File: src/rtl/vga_frame_capture.sv
// vga_frame_capture: VGA sink monitor that tracks sync timing and streams each captured pixel as an addressed write word.
module vga_frame_capture #(
    parameter int H_ACTIVE   = 640,
    parameter int H_FRONT    = 16,
    parameter int H_SYNC     = 96,
    parameter int H_BACK     = 48,
    parameter int V_ACTIVE   = 480,
    parameter int V_FRONT    = 10,
    parameter int V_SYNC     = 2,
    parameter int V_BACK     = 33,
    parameter int HS_POL     = 0,
    parameter int VS_POL     = 0,
    parameter int CHAN_W     = 10,
    parameter int OUT_BPC    = 1,
    parameter int ADDR_W     = 19,
    parameter int FIFO_DEPTH = 16
) (
    input  logic                   clk,
    input  logic                   reset,
    input  logic                   pix_en,
    input  logic                   hsync,
    input  logic                   vsync,
    input  logic                   blank,
    input  logic [CHAN_W-1:0]      red,
    input  logic [CHAN_W-1:0]      green,
    input  logic [CHAN_W-1:0]      blue,
    input  logic                   cap_en,
    output logic                   wr_valid,
    input  logic                   wr_ready,
    output logic [ADDR_W-1:0]      wr_addr,
    output logic [3*OUT_BPC-1:0]   wr_data,
    output logic                   frame_done,
    output logic [15:0]            frame_count,
    output logic                   overflow,
    output logic                   timing_err,
    output logic                   busy
);
    localparam int H_TOTAL = H_ACTIVE + H_FRONT + H_SYNC + H_BACK;
    localparam int V_TOTAL = V_ACTIVE + V_FRONT + V_SYNC + V_BACK;
    localparam int HW = $clog2(H_TOTAL + 1) + 1;
    localparam int VW = $clog2(V_TOTAL + 1) + 1;
    localparam int DW = 3 * OUT_BPC;
    localparam int AW = $clog2(FIFO_DEPTH);
    localparam int EW = 1 + ADDR_W + DW;
    localparam logic [HW-1:0] H_BACK_END = HW'(H_BACK - 1);
    localparam logic [HW-1:0] H_ACT_END  = HW'(H_ACTIVE - 1);
    localparam logic [HW-1:0] H_SYNC_LEN = HW'(H_SYNC);
    localparam logic [HW-1:0] H_TOT_LEN  = HW'(H_TOTAL);
    localparam logic [VW-1:0] V_BACK_END = VW'(V_BACK - 1);
    localparam logic [VW-1:0] V_ACT_END  = VW'(V_ACTIVE - 1);
    localparam logic [VW-1:0] V_SYNC_LEN = VW'(V_SYNC);
    localparam logic [VW-1:0] V_TOT_LEN  = VW'(V_TOTAL);
    localparam logic [ADDR_W-1:0] LAST_ADDR = ADDR_W'(H_ACTIVE * V_ACTIVE - 1);
    localparam logic [AW:0] FULL = (AW + 1)'(FIFO_DEPTH);

    typedef enum logic [2:0] {S_IDLE, S_SYNC, S_BACK, S_ACT, S_FRONT} phase_t;

    phase_t h_state, h_nxt, v_state, v_nxt;
    logic [HW-1:0] hcnt, hcnt_nxt, hw, hper;
    logic [VW-1:0] vcnt, vcnt_nxt, vw, vper;
    logic hs, vs, hs_d, vs_d, hs_rise, hs_fall, vs_rise, vs_fall;
    logic h_seen, v_seen, armed;
    logic [ADDR_W-1:0] addr_cnt;
    logic [EW-1:0] mem [FIFO_DEPTH];
    logic [EW-1:0] head;
    logic [AW-1:0] wp, rp;
    logic [AW:0] count;
    logic [DW-1:0] pix_data;
    logic push, pop, push_ok, push_last, drop, fd_nxt;
    logic unused_ok;

    assign hs      = hsync == 1'(HS_POL);
    assign vs      = vsync == 1'(VS_POL);
    assign hs_rise = pix_en && hs && !hs_d;
    assign hs_fall = pix_en && !hs && hs_d;
    assign vs_rise = pix_en && vs && !vs_d;
    assign vs_fall = pix_en && !vs && vs_d;
    assign pix_data  = blank ? {red[CHAN_W-1 -: OUT_BPC], green[CHAN_W-1 -: OUT_BPC], blue[CHAN_W-1 -: OUT_BPC]} : '0;
    assign unused_ok = ^{red, green, blue};

    always_ff @(posedge clk) begin
        if (reset) begin
            hs_d    <= 1'b0;
            vs_d    <= 1'b0;
            h_state <= S_IDLE;
            v_state <= S_IDLE;
            hcnt    <= '0;
            vcnt    <= '0;
        end else if (pix_en) begin
            hs_d    <= hs;
            vs_d    <= vs;
            h_state <= h_nxt;
            v_state <= v_nxt;
            hcnt    <= hcnt_nxt;
            vcnt    <= vcnt_nxt;
        end
    end

    // next-state values describe the pixel currently being sampled
    always_comb begin
        h_nxt    = h_state;
        hcnt_nxt = hcnt + 1'b1;
        if (hs_rise) begin
            h_nxt    = S_SYNC;
            hcnt_nxt = '0;
        end else if (h_state == S_SYNC && !hs) begin
            h_nxt    = S_BACK;
            hcnt_nxt = '0;
        end else if (h_state == S_BACK && hcnt == H_BACK_END) begin
            h_nxt    = S_ACT;
            hcnt_nxt = '0;
        end else if (h_state == S_ACT && hcnt == H_ACT_END) begin
            h_nxt    = S_FRONT;
            hcnt_nxt = '0;
        end
    end

    always_comb begin
        v_nxt    = v_state;
        vcnt_nxt = vcnt;
        if (vs_rise) begin
            v_nxt    = S_SYNC;
            vcnt_nxt = '0;
        end else if (v_state == S_SYNC && !vs) begin
            v_nxt    = S_BACK;
            vcnt_nxt = '0;
        end else if (hs_rise) begin
            vcnt_nxt = vcnt + 1'b1;
            if (v_state == S_BACK && vcnt == V_BACK_END) begin
                v_nxt    = S_ACT;
                vcnt_nxt = '0;
            end else if (v_state == S_ACT && vcnt == V_ACT_END) begin
                v_nxt    = S_FRONT;
                vcnt_nxt = '0;
            end
        end
    end

    always_comb begin
        push      = pix_en && armed && h_nxt == S_ACT && v_nxt == S_ACT;
        pop       = wr_valid && wr_ready;
        push_ok   = push && (count != FULL || pop);
        push_last = addr_cnt == LAST_ADDR;
        drop      = push && !push_ok;
        fd_nxt    = (pop && head[EW-1]) || (drop && push_last);
    end

    always_ff @(posedge clk) begin
        if (reset) begin
            hw         <= '0;
            hper       <= '0;
            vw         <= '0;
            vper       <= '0;
            h_seen     <= 1'b0;
            v_seen     <= 1'b0;
            timing_err <= 1'b0;
        end else begin
            if (hs_rise) begin
                hw     <= HW'(1);
                hper   <= HW'(1);
                h_seen <= 1'b1;
            end else if (pix_en) begin
                if (hs && hw != '1) hw <= hw + 1'b1;
                if (hper != '1) hper <= hper + 1'b1;
            end
            if (vs_rise) begin
                vw     <= VW'(1);
                vper   <= VW'(1);
                v_seen <= 1'b1;
            end else if (hs_rise) begin
                if (vs && vw != '1) vw <= vw + 1'b1;
                if (vper != '1) vper <= vper + 1'b1;
            end
            if ((h_seen && ((hs_fall && hw != H_SYNC_LEN) || (hs_rise && hper != H_TOT_LEN))) ||
                (v_seen && ((vs_fall && vw != V_SYNC_LEN) || (vs_rise && vper != V_TOT_LEN))))
                timing_err <= 1'b1;
        end
    end

    // armed drops after the last pixel so busy reflects only the frame in flight
    always_ff @(posedge clk) begin
        if (reset) begin
            armed    <= 1'b0;
            addr_cnt <= '0;
        end else if (vs_rise) begin
            armed    <= cap_en;
            addr_cnt <= '0;
        end else if (push) begin
            addr_cnt <= addr_cnt + 1'b1;
            if (push_last) armed <= 1'b0;
        end
    end

    always_ff @(posedge clk) begin
        if (push_ok) mem[wp] <= {push_last, addr_cnt, pix_data};
    end

    always_ff @(posedge clk) begin
        if (reset) begin
            wp          <= '0;
            rp          <= '0;
            count       <= '0;
            overflow    <= 1'b0;
            frame_done  <= 1'b0;
            frame_count <= '0;
        end else begin
            if (push_ok) wp <= wp + 1'b1;
            if (pop) rp <= rp + 1'b1;
            count       <= count + (AW + 1)'(push_ok) - (AW + 1)'(pop);
            overflow    <= overflow || drop;
            frame_done  <= fd_nxt;
            frame_count <= frame_count + 16'(fd_nxt);
        end
    end

    assign head     = mem[rp];
    assign wr_valid = count != '0;
    assign wr_addr  = wr_valid ? head[DW +: ADDR_W] : '0;
    assign wr_data  = wr_valid ? head[DW-1:0] : '0;
    assign busy     = armed || wr_valid;
endmodule

File: config.mk
export PLATFORM = sky130hd
export DESIGN_NAME = vga_frame_capture
export DESIGN_NICKNAME = d
export VERILOG_FILES = /design/src/rtl/vga_frame_capture.sv
export SDC_FILE = /design/constraint.sdc
export NUM_CORES = 1
export LEC_CHECK = 0
export BUFFER_PORTS_ARGS = -buffer_cell sky130_fd_sc_hd__buf_2
export CELL_PAD_IN_SITES_DETAIL_PLACEMENT = 1
export CELL_PAD_IN_SITES_GLOBAL_PLACEMENT = 1
export CORE_MARGIN = 2
export CORE_UTILIZATION = 47
export CTS_CLUSTER_SIZE = 10
export DETAILED_ROUTE_END_ITERATION = 10
export PLACE_DENSITY = 0.83
export SYNTH_ARGS = -nofsm -noshare
export SYNTH_HDL_FRONTEND = slang
export SYNTH_SLANG_ARGS = --single-unit
File: constraint.sdc
create_clock -name clk -period 5.1 [get_ports clk]
set_input_delay 0.765 -clock clk [delete_from_list [all_inputs] [get_ports clk]]
set_output_delay 0.765 -clock clk [all_outputs]
set_load 0.01 [all_outputs]
## After elaboration in Yosys (flattened, before gate mapping)

Memory sizes are Yosys's and may differ from the RTL's. A register that Yosys moved wholly into a read port is not among the register bits.
Cells that the tools add are included.

| storage, ports and cells | value |
|---|---|
| bits in registers | 128 |
| RAM bits | 368 |
| bits of input ports | 38 |
| output and inout port bits | 43 |
| logic and storage cells | 164 |
| memories kept | 1 |

| cells by class | value |
|---|---|
| add/subtract/negate cells | 12 |
| equal/unequal tests | 22 |
| multiplexer cells | 40 |
| bitwise operators | 2 |
| reductions and logical operators | 62 |

Memory list:

| name | depth | bits a word | rd ports | clocked after memory_dff | write ports | line | source |
|---|---|---|---|---|---|---|---|
| mem | 16 | 23 | 1 | 1 | 1 | 64 | `logic [EW-1:0] mem [FIFO_DEPTH];` |

Operators by type and width:

| operator | count |
|---|---|
| $mux 11 | 9 |
| $add 11x1->11 const B | 6 |
| $ne 11x11->1 const B | 4 |
| $mux 3 | 11 |
| $logic_and 1x1->1 | 30 |
| $eq 11x6->1 const B | 2 |
| $ne 11x10->1 const B | 2 |
| $reduce_and 2->1 | 10 |
| $add 19x1->19 const B | 1 |
| $eq 19x19->1 const B | 1 |
| $mux 19 | 1 |
| $eq 3x2->1 const B | 6 |
| $mux 1 | 17 |
| $add 16x1->16 | 1 |
| $reduce_bool 2->1 | 8 |
| $eq 11x10->1 const B | 1 |
| $eq 11x9->1 const B | 1 |
| $ne 11x2->1 const B | 1 |
| $ne 11x7->1 const B | 1 |
| $add 4x1->4 const B | 2 |
| $mux 4 | 2 |
| $logic_or 1x1->1 | 7 |
| $eq 3x1->1 const B | 2 |
| $add 5x1->5 | 1 |
| other kinds (7) | 11 |

## Longest topological paths before layout

Gate-level depths: netlist (run 1).

| depth | value |
|---|---|
| depth in word-level cells | 15 |
| depth in mapped cells | 18 |
| depth with buffers taken out | 16 |

## Least setup slack after synthesis (run 1)

No wires, ideal clock.

| path | value |
|---|---|
| kind | in2reg |
| start | in hsync |
| end | mem mem[3][0] in the netlist's numbering, enable pin |
| setup time | 0.470 ns |
| arrival | 5.024 ns |
| data required time | 4.630 ns |
| path slack | -0.394 ns |
| cell stages on the path | 9 |
| buffers on the path | 3 |
| cells stage by stage | buf_6 > or3b_4 > and2_1 > o211a_1 > or4b_1 > buf_2 > nor2_4 > buf_2 > nor4b_1 |

| between the ends | value |
|---|---|
| longest elaborated chain between the ends | 11 |
| elaborated cells on any way between the ends | 16 |
| those cells by class | eq/ne (2); mux (7); bitwise (1); reduce/logical (6) |

RTL lines:

| item | line | source |
|---|---|---|
| start, declared | 21 | `input logic hsync,` |
| $not 1->1 | 72 | `assign hs = hsync == 1'(HS_POL);` |
| $logic_and 1x1->1 (2 in series) | 74 | `assign hs_rise = pix_en && hs && !hs_d;` |
| $mux 3 | 127 | `end else if (hs_rise) begin` |
| $mux 3 | 124 | `end else if (v_state == S_SYNC && !vs) begin` |
| $mux 3 | 121 | `if (vs_rise) begin` |
| $eq 3x2->1 | 140 | `push = pix_en && armed && h_nxt == S_ACT && v_nxt == S_ACT;` |
| $logic_and 1x1->1 * | 140 |  |
| $logic_and 1x1->1 * | 142 | `push_ok = push && (count != FULL \|\| pop);` |
| $mux 1 * | 195 | `if (push_ok) mem[wp] <= {push_last, addr_cnt, pix_data};` |
| $mux 1 (not written as such) * | 195 |  |
| end, declared | 64 |  |

Every way passes the cells marked *; elsewhere a longest branch is shown, timed or not.

==> flow_summary.toml, run 1 <==
[outcome]
status = "finished, final reports clean"

[synth]
synth_top_area_share_pct = 53.4
yosysWarnings = 0
synth_area_leaders = "edfxtp_1 (53%), dfxtp_1 (13%), mux4_2 (13%), nor2_1 (1.9%), ha_1 (1.5%)"
synthArstFlopShare_pct = 0
synth_area_um2 = 20700
syn_nets = 1397
post_synth_num_cell_types = 70
avgSynthCellArea_um2 = 15.5
yosys.area.top_type = "edfxtp_1"
syn_inst = 1333
synth-seq-area-share_pct = 66.2
ys_ff_latch = 500
synth_edf_count = 368
synth_flop_cell = "edfxtp_1"

[cells_and_area]
drive_gt1_share_pct = 19.9
layout_common_cells = "edfxtp_1 (368), dfxtp_1 (129), mux4_2 (115)"
nFillCells = 4124
final_net_count = 1483
final_common_cell = "edfxtp_1"
synthToLayoutAreaGrowth_pct = 13.7
antenna_cells = 0
design_area_um2 = 23500

[detailed_routing]
drtAntennaViolNets = 0
wire_per_inst_um = 24.2
num_vias = 12200
drc = 0
avgViaCountPerCell = 5.93
wl_um = 49700
first_pass_iters = 5
drt_iter0_drc = 942

[pwr]
ir_drop_mv = 0.282
leakage_uw = 0.00805
power.density_nw_per_um2 = 410

[placed_design]
post-dp-hpwl_um = 28500
io_buffers = 53
place_congestion = 0.771
place_area_um2 = 21800

[clock_network]
clock_path_buffers = 3
cts_buffers = 57
cts_root_buffer = "clkbuf_16"
ctsResizeCount = 0
clk_latency_ps = 610
htreeDepth = 2
cts_setup_buffers = 0
path_clk_slew_ps = 60
cts_hold_buffers = 0
cts_tree = "yes"
cts_sinks = 500

[worst_hold_path]
min_from = "vsync"
hold_depth = 2
holdCritPathClass = "input pin to register"

[setup_path]
worstSetupPathType = "register to primary output"
worstPathMaxFanout = 40
end_kind = "primary output"
arrival_ps = 3350
timing.rr.start = "hcnt[0]$_SDFFE_PP0P_"
r2r_cells = 12
r2r_slack_ps = 1140
start_kind = "register"
required_ps = 4340

[grt]
antenna_found_initial = 0
grt_max_degree = 67
overflow = 0
globalRouteTotalUtil_pct = 22.2
grt_pass1_wl_um = 76100
grt_pass1_vias = 13000

[sta]
hold_viol = 0
setup_tns_ps = 0
fmax_mhz = 243
final_max_slew_viol_count = 0
slew-limit-headroom_pct = 20.8
rsz0062_at_grt = "no"
finalSetupViolations = 0
period_minus_slack_ps = 4110
max_slew.worst_pin.slew_ps = 1190
skew_ps = 25.4
fin_crit_sh_pct = 80.7

[die]
chipWidth_um = 214
die_h_um = 214
design.core.area_um2 = 43300
io_pins = 81
die-area_um2 = 45700
initial_core_util_pct = 47.8
fp-row-count = 76

[job]
maxCapViolCount = 0
[sequential cells by signal, indices dropped and copies added, names as in the netlist, 3 cells and up, named ones only]
name,count
wp,4
count,5
hcnt,11
vcnt,11
v_state,3
hw,11
frame_count,16
addr_cnt,19
h_state,3
rp,4
vw,11
vper,11
hper,11
mem,368
[power breakdown]
group | switching, uW | internal [uW]
sequential | 178 | 4370
clock | 1590 | 2220
combinational | 619 | 651
[critical path, stage by stage, from the launching register on]
cell,delay [ps]
dfxtp_4,920
buf_4,440
mux4_2,580
mux4_2,480
nor2b_1,150
buf_2,160
[per-layer routing]
layer / track usage [%] / wire [um] / vias to the layer above
li1: - / - / 5393
met5: 0 / 0 / -
met3: 4.22 / 2900 / 111
met1: 28.4 / 20300 / 6294
met2: 38.1 / 25000 / 374
met4: 8.07 / 1540 / 0
[cells in the mapped netlist, types with 28 or more instances]
cell type    n
nand3_1     37
edfxtp_1   368
clkbuf_1    46
o21ai_0     28
nor2b_1     31
nand2_1     55
dfxtp_1    132
inv_1       32
a21oi_1     55
xnor2_1     31
mux4_2     115
nor2_1     102
[area by class of cell]
type / count / area [um^2] / share of cell area [%]
Sequential cell: 500 / 13700 / 58.3
Multi-Input combinational cell: 739 / 6660 / 28.3
Clock buffer: 103 / 1650 / 7.02
Tap cell: 585 / 732 / 3.11
Timing Repair Buffer: 89 / 548 / 2.33
Inverter: 32 / 120 / 0.511
Clock inverter: 4 / 88.8 / 0.378
[logic make-up after synthesis]
| logic type | count (synthesis) | synth area share, % |
|---|---|---|
| xor+xnor | 53 | 2.24 |
| fa+ha+maj | 26 | 1.61 |
| mux | 122 | 12.9 |
| compound gates | 149 | 4.60 |
| simple gates | 389 | 10.6 |
| flops | 500 | 66.2 |
| buf+inv | 94 | 1.86 |
[final timing paths]
path | endpoint
max reg2reg | frame_count[15]$_SDFF_PP0_
min | vs_d$_SDFFE_PP0P_
max | wr_addr[7]
min reg2reg | overflow$_SDFF_PP0_
[stage by stage]
stage	hold WS (ps)	setup WS (ps)	instances	util, %	power (uW)
floorplan	441	636	1333	-	5480
global placement	455	676	1945	50.3	5870
detailed placement	470	630	1945	50.3	5920
CTS	431	886	2052	54.3	9730
global route	470	779	2052	54.3	9980
finish	468	985	2052	54.3	9630
(Power assumes the default switching activity.)
==> run 2: changes to the inputs <==
Settings changed: ABC_AREA set to 1, CORE_UTILIZATION 47 to 45, PLACE_DENSITY 0.83 to 0.84.
Clock period 5.1 ns to 3.7 ns, I/O delays scaled along.
==> run 2 against run 1 <==
Compared with the run above: sequential power grew 34%; non-clock buffer count up 20; flip-flop and latch count unchanged; sequential share of layout area is 0.75 points lower; clock power increased by 33%; die area is 5.5% higher; worst setup slack worse by 770 ps; clock-buffer cell count fell by 4; cell area is 1.3% higher; largest cell class unchanged; highest routed layer unchanged.
==> flow_summary.toml, run 2 <==
[outcome]
status = "finished, final reports clean"

[grt]
top_usage_layer = "met2"
grt_max_degree = 177
grt_pass1_vias = 16700
grt.met3_usage_pct = 3.73
antenna_found_initial = 0
grtUsageMet2_pct = 44.4
globalRouteTotalUtil_pct = 24.8
met1_usage_pct = 29.6
overflow = 0
grt_pass1_wl_um = 91800

[setup_path]
endpoint = "wr_addr[9]"
timing.rr.start = "vcnt[0]$_SDFFE_PP0P_"
worstPathMaxFanout = 176
arrival_ps = 2930
rr_endpoint = "count[4]$_SDFF_PP0_"
end_kind = "primary output"
r2r_slack_ps = 330
r2r_cells = 21
worstSetupPathType = "register to primary output"
start_kind = "register"
required_ps = 3140

[sta]
slew-limit-headroom_pct = 44.3
skew_ps = 21.4
rsz0062_at_grt = "no"
hold_viol = 0
final_max_slew_viol_count = 0
finalSetupViolations = 0
fmax_mhz = 287
fin_crit_sh_pct = 94.3
period_minus_slack_ps = 3490
setup_tns_ps = 0
max_slew.worst_pin.slew_ps = 835

[die]
initial_core_util_pct = 45.2
design.core.area_um2 = 46300
die_h_um = 220
die-area_um2 = 48200
chipWidth_um = 220
fp-row-count = 79
io_pins = 81

[synth]
synthArstFlopShare_pct = 0
yosysWarnings = 0
syn_nets = 2029
synth-seq-area-share_pct = 65.5
synth_edf_count = 368
yosys.area.top_type = "edfxtp_1"
post_synth_num_cell_types = 45
synth_top_area_share_pct = 52.8
avgSynthCellArea_um2 = 10.6
yosys-top-cells-count = "edfxtp_1 (368), nor2_1 (296), o21ai_0 (235), nand2_1 (192), inv_1 (140)"
yosysMostFrequentCell = "edfxtp_1"
synth_area_leaders = "edfxtp_1 (53%), dfxtp_1 (13%), o21ai_0 (5.6%), nor2_1 (5.3%), nand2_1 (3.4%)"
syn_inst = 1965
synth_flop_cell = "edfxtp_1"
synth_area_um2 = 20900
ys_ff_latch = 500

[cells_and_area]
reg_top3 = "mem: 368 flops, addr_cnt: 19 flops, frame_count: 16 flops"
drive_gt1_share_pct = 10.8
final_net_count = 2101
synthToLayoutAreaGrowth_pct = 13.8
antenna_cells = 0
fin_cells = 2688
regMostFlops = "mem"
layout_common_cells = "edfxtp_1 (368), nor2_1 (288), o21ai_0 (235)"
final_common_cell = "edfxtp_1"
register_area_um2 = 13700
nFillCells = 5000
multi_input_area_um2 = 6370
largest_reg_flops = 368

[detailed_routing]
drtAntennaViolNets = 0
wl_um = 59500
num_vias = 15700
first_pass_iters = 5
wire_per_inst_um = 22.1
drc = 0
drt_iter0_drc = 1318
avgViaCountPerCell = 5.82

[clock_network]
path_clk_slew_ps = 50
cts_setup_buffers = 0
htreeDepth = 2
cts_tree = "yes"
cts_sinks = 500
cts_root_buffer = "clkbuf_16"
clock_path_buffers = 3
cts_buffers = 56
clk_latency_ps = 630
cts_hold_buffers = 0

[worst_hold_path]
holdCritPathClass = "input pin to register"

[placed_design]
dp_cells = 2586
post-dp-hpwl_um = 33600
io_buffers = 53
place_congestion = 0.839

[pwr]
ir_drop_mv = 0.404
leakage_uw = 0.00853
power.density_nw_per_um2 = 577

[job]
maxCapViolCount = 0
## run 2: changes by cell type in the layout (fill, tap and decap cells not counted), moves of 21 or more
cell      previous run  this run
o21ai_0             28       235
nor2_1             101       288
nand2_1             55       192
mux4_2             115         0
inv_1               32       138
a21oi_1             55       130
o221ai_1             0        68
nand3_1             37        88
nor2b_1             31         0
xnor2_1             31         7
o22ai_1              0        23
o31ai_1             21         0
or4_1               21         0
## run 2: how the worst min path moves through the flow
stage,cells past startpoint,from,end,slack (ps)
3_5_place_dp,1,h_seen$_SDFFE_PP0P_,h_seen$_SDFFE_PP0P_,460
4_1_cts,3,cap_en,armed$_SDFFE_PP0P_,140
3_3_place_gp,1,v_seen$_SDFFE_PP0P_,v_seen$_SDFFE_PP0P_,450
2_1_floorplan,2,rp[3]$_SDFFE_PP0P_,register,440
5_1_grt,3,cap_en,armed$_SDFFE_PP0P_,170
6_report,3,cap_en,armed$_SDFFE_PP0P_,180
## run 2: timing repair
| item | in CTS | in global routing |
|---|---|---|
| endpoints found under the setup margin | 0 | 10 |
| hold endpoints to repair | 0 | 0 |
| gates resized for setup | 0 | 11 |
## run 2: layer usage
metal	part of all wire [%]	wire [um]
met1	39	23400
met2	51	30400
met3	6.1	3630
met4	3.5	2090
met5	0	0
## run 2: power breakdown
| part | total (uW) | internal [uW] | leakage, uW | switching (uW) |
|---|---|---|---|---|
| Combinational | 2570 | 815 | 0.00293 | 1750 |
| Clock | 5080 | 2880 | 0.000783 | 2190 |
| Sequential | 6090 | 6020 | 0.00482 | 74.3 |
| Total | 13700 | 9720 | 0.00853 | 4020 |
## run 2: logic make-up after synthesis
family | synth area share, %
and+or+nand+nor | 14.1
DFF | 65.5
AOI/OAI and AO/OA | 13.1
buffers and inverters | 4.60
xor gates and xnor gates | 1.13
adders and majority gates | 1.59
## run 2: area by class of cell
type | count | share of cell area [%]
tap | 607 | 3.19
inverter | 149 | 2.36
multi-input combinational | 1221 | 26.8
sequential | 500 | 57.6
clock inverter | 3 | 0.321
timing repair buffer | 109 | 3.16
clock buffer | 99 | 6.65
## run 2: worst max-delay path: stages (launching register included)
cell and delay (ps):
dfxtp_4 390, inv_4 120, buf_12 460, o21ai_0 200, o22ai_1 160, nor2_1 60
nor2_1 140, o21ai_0 140, a21oi_1 260, buf_2 180
## run 2: stage by stage
stage	total power (uW)	cell area, um^2	hold WS, ps	utilization (%)	setup WS, ps
floorplan	7810	20900	436	-	60.5
global placement	8560	22100	447	47.8	197
detailed placement	8730	22100	455	47.8	12.8
CTS	13800	23800	139	51.4	11.0
global route	14300	23800	167	51.5	20.2
finish	13700	23800	176	51.5	211
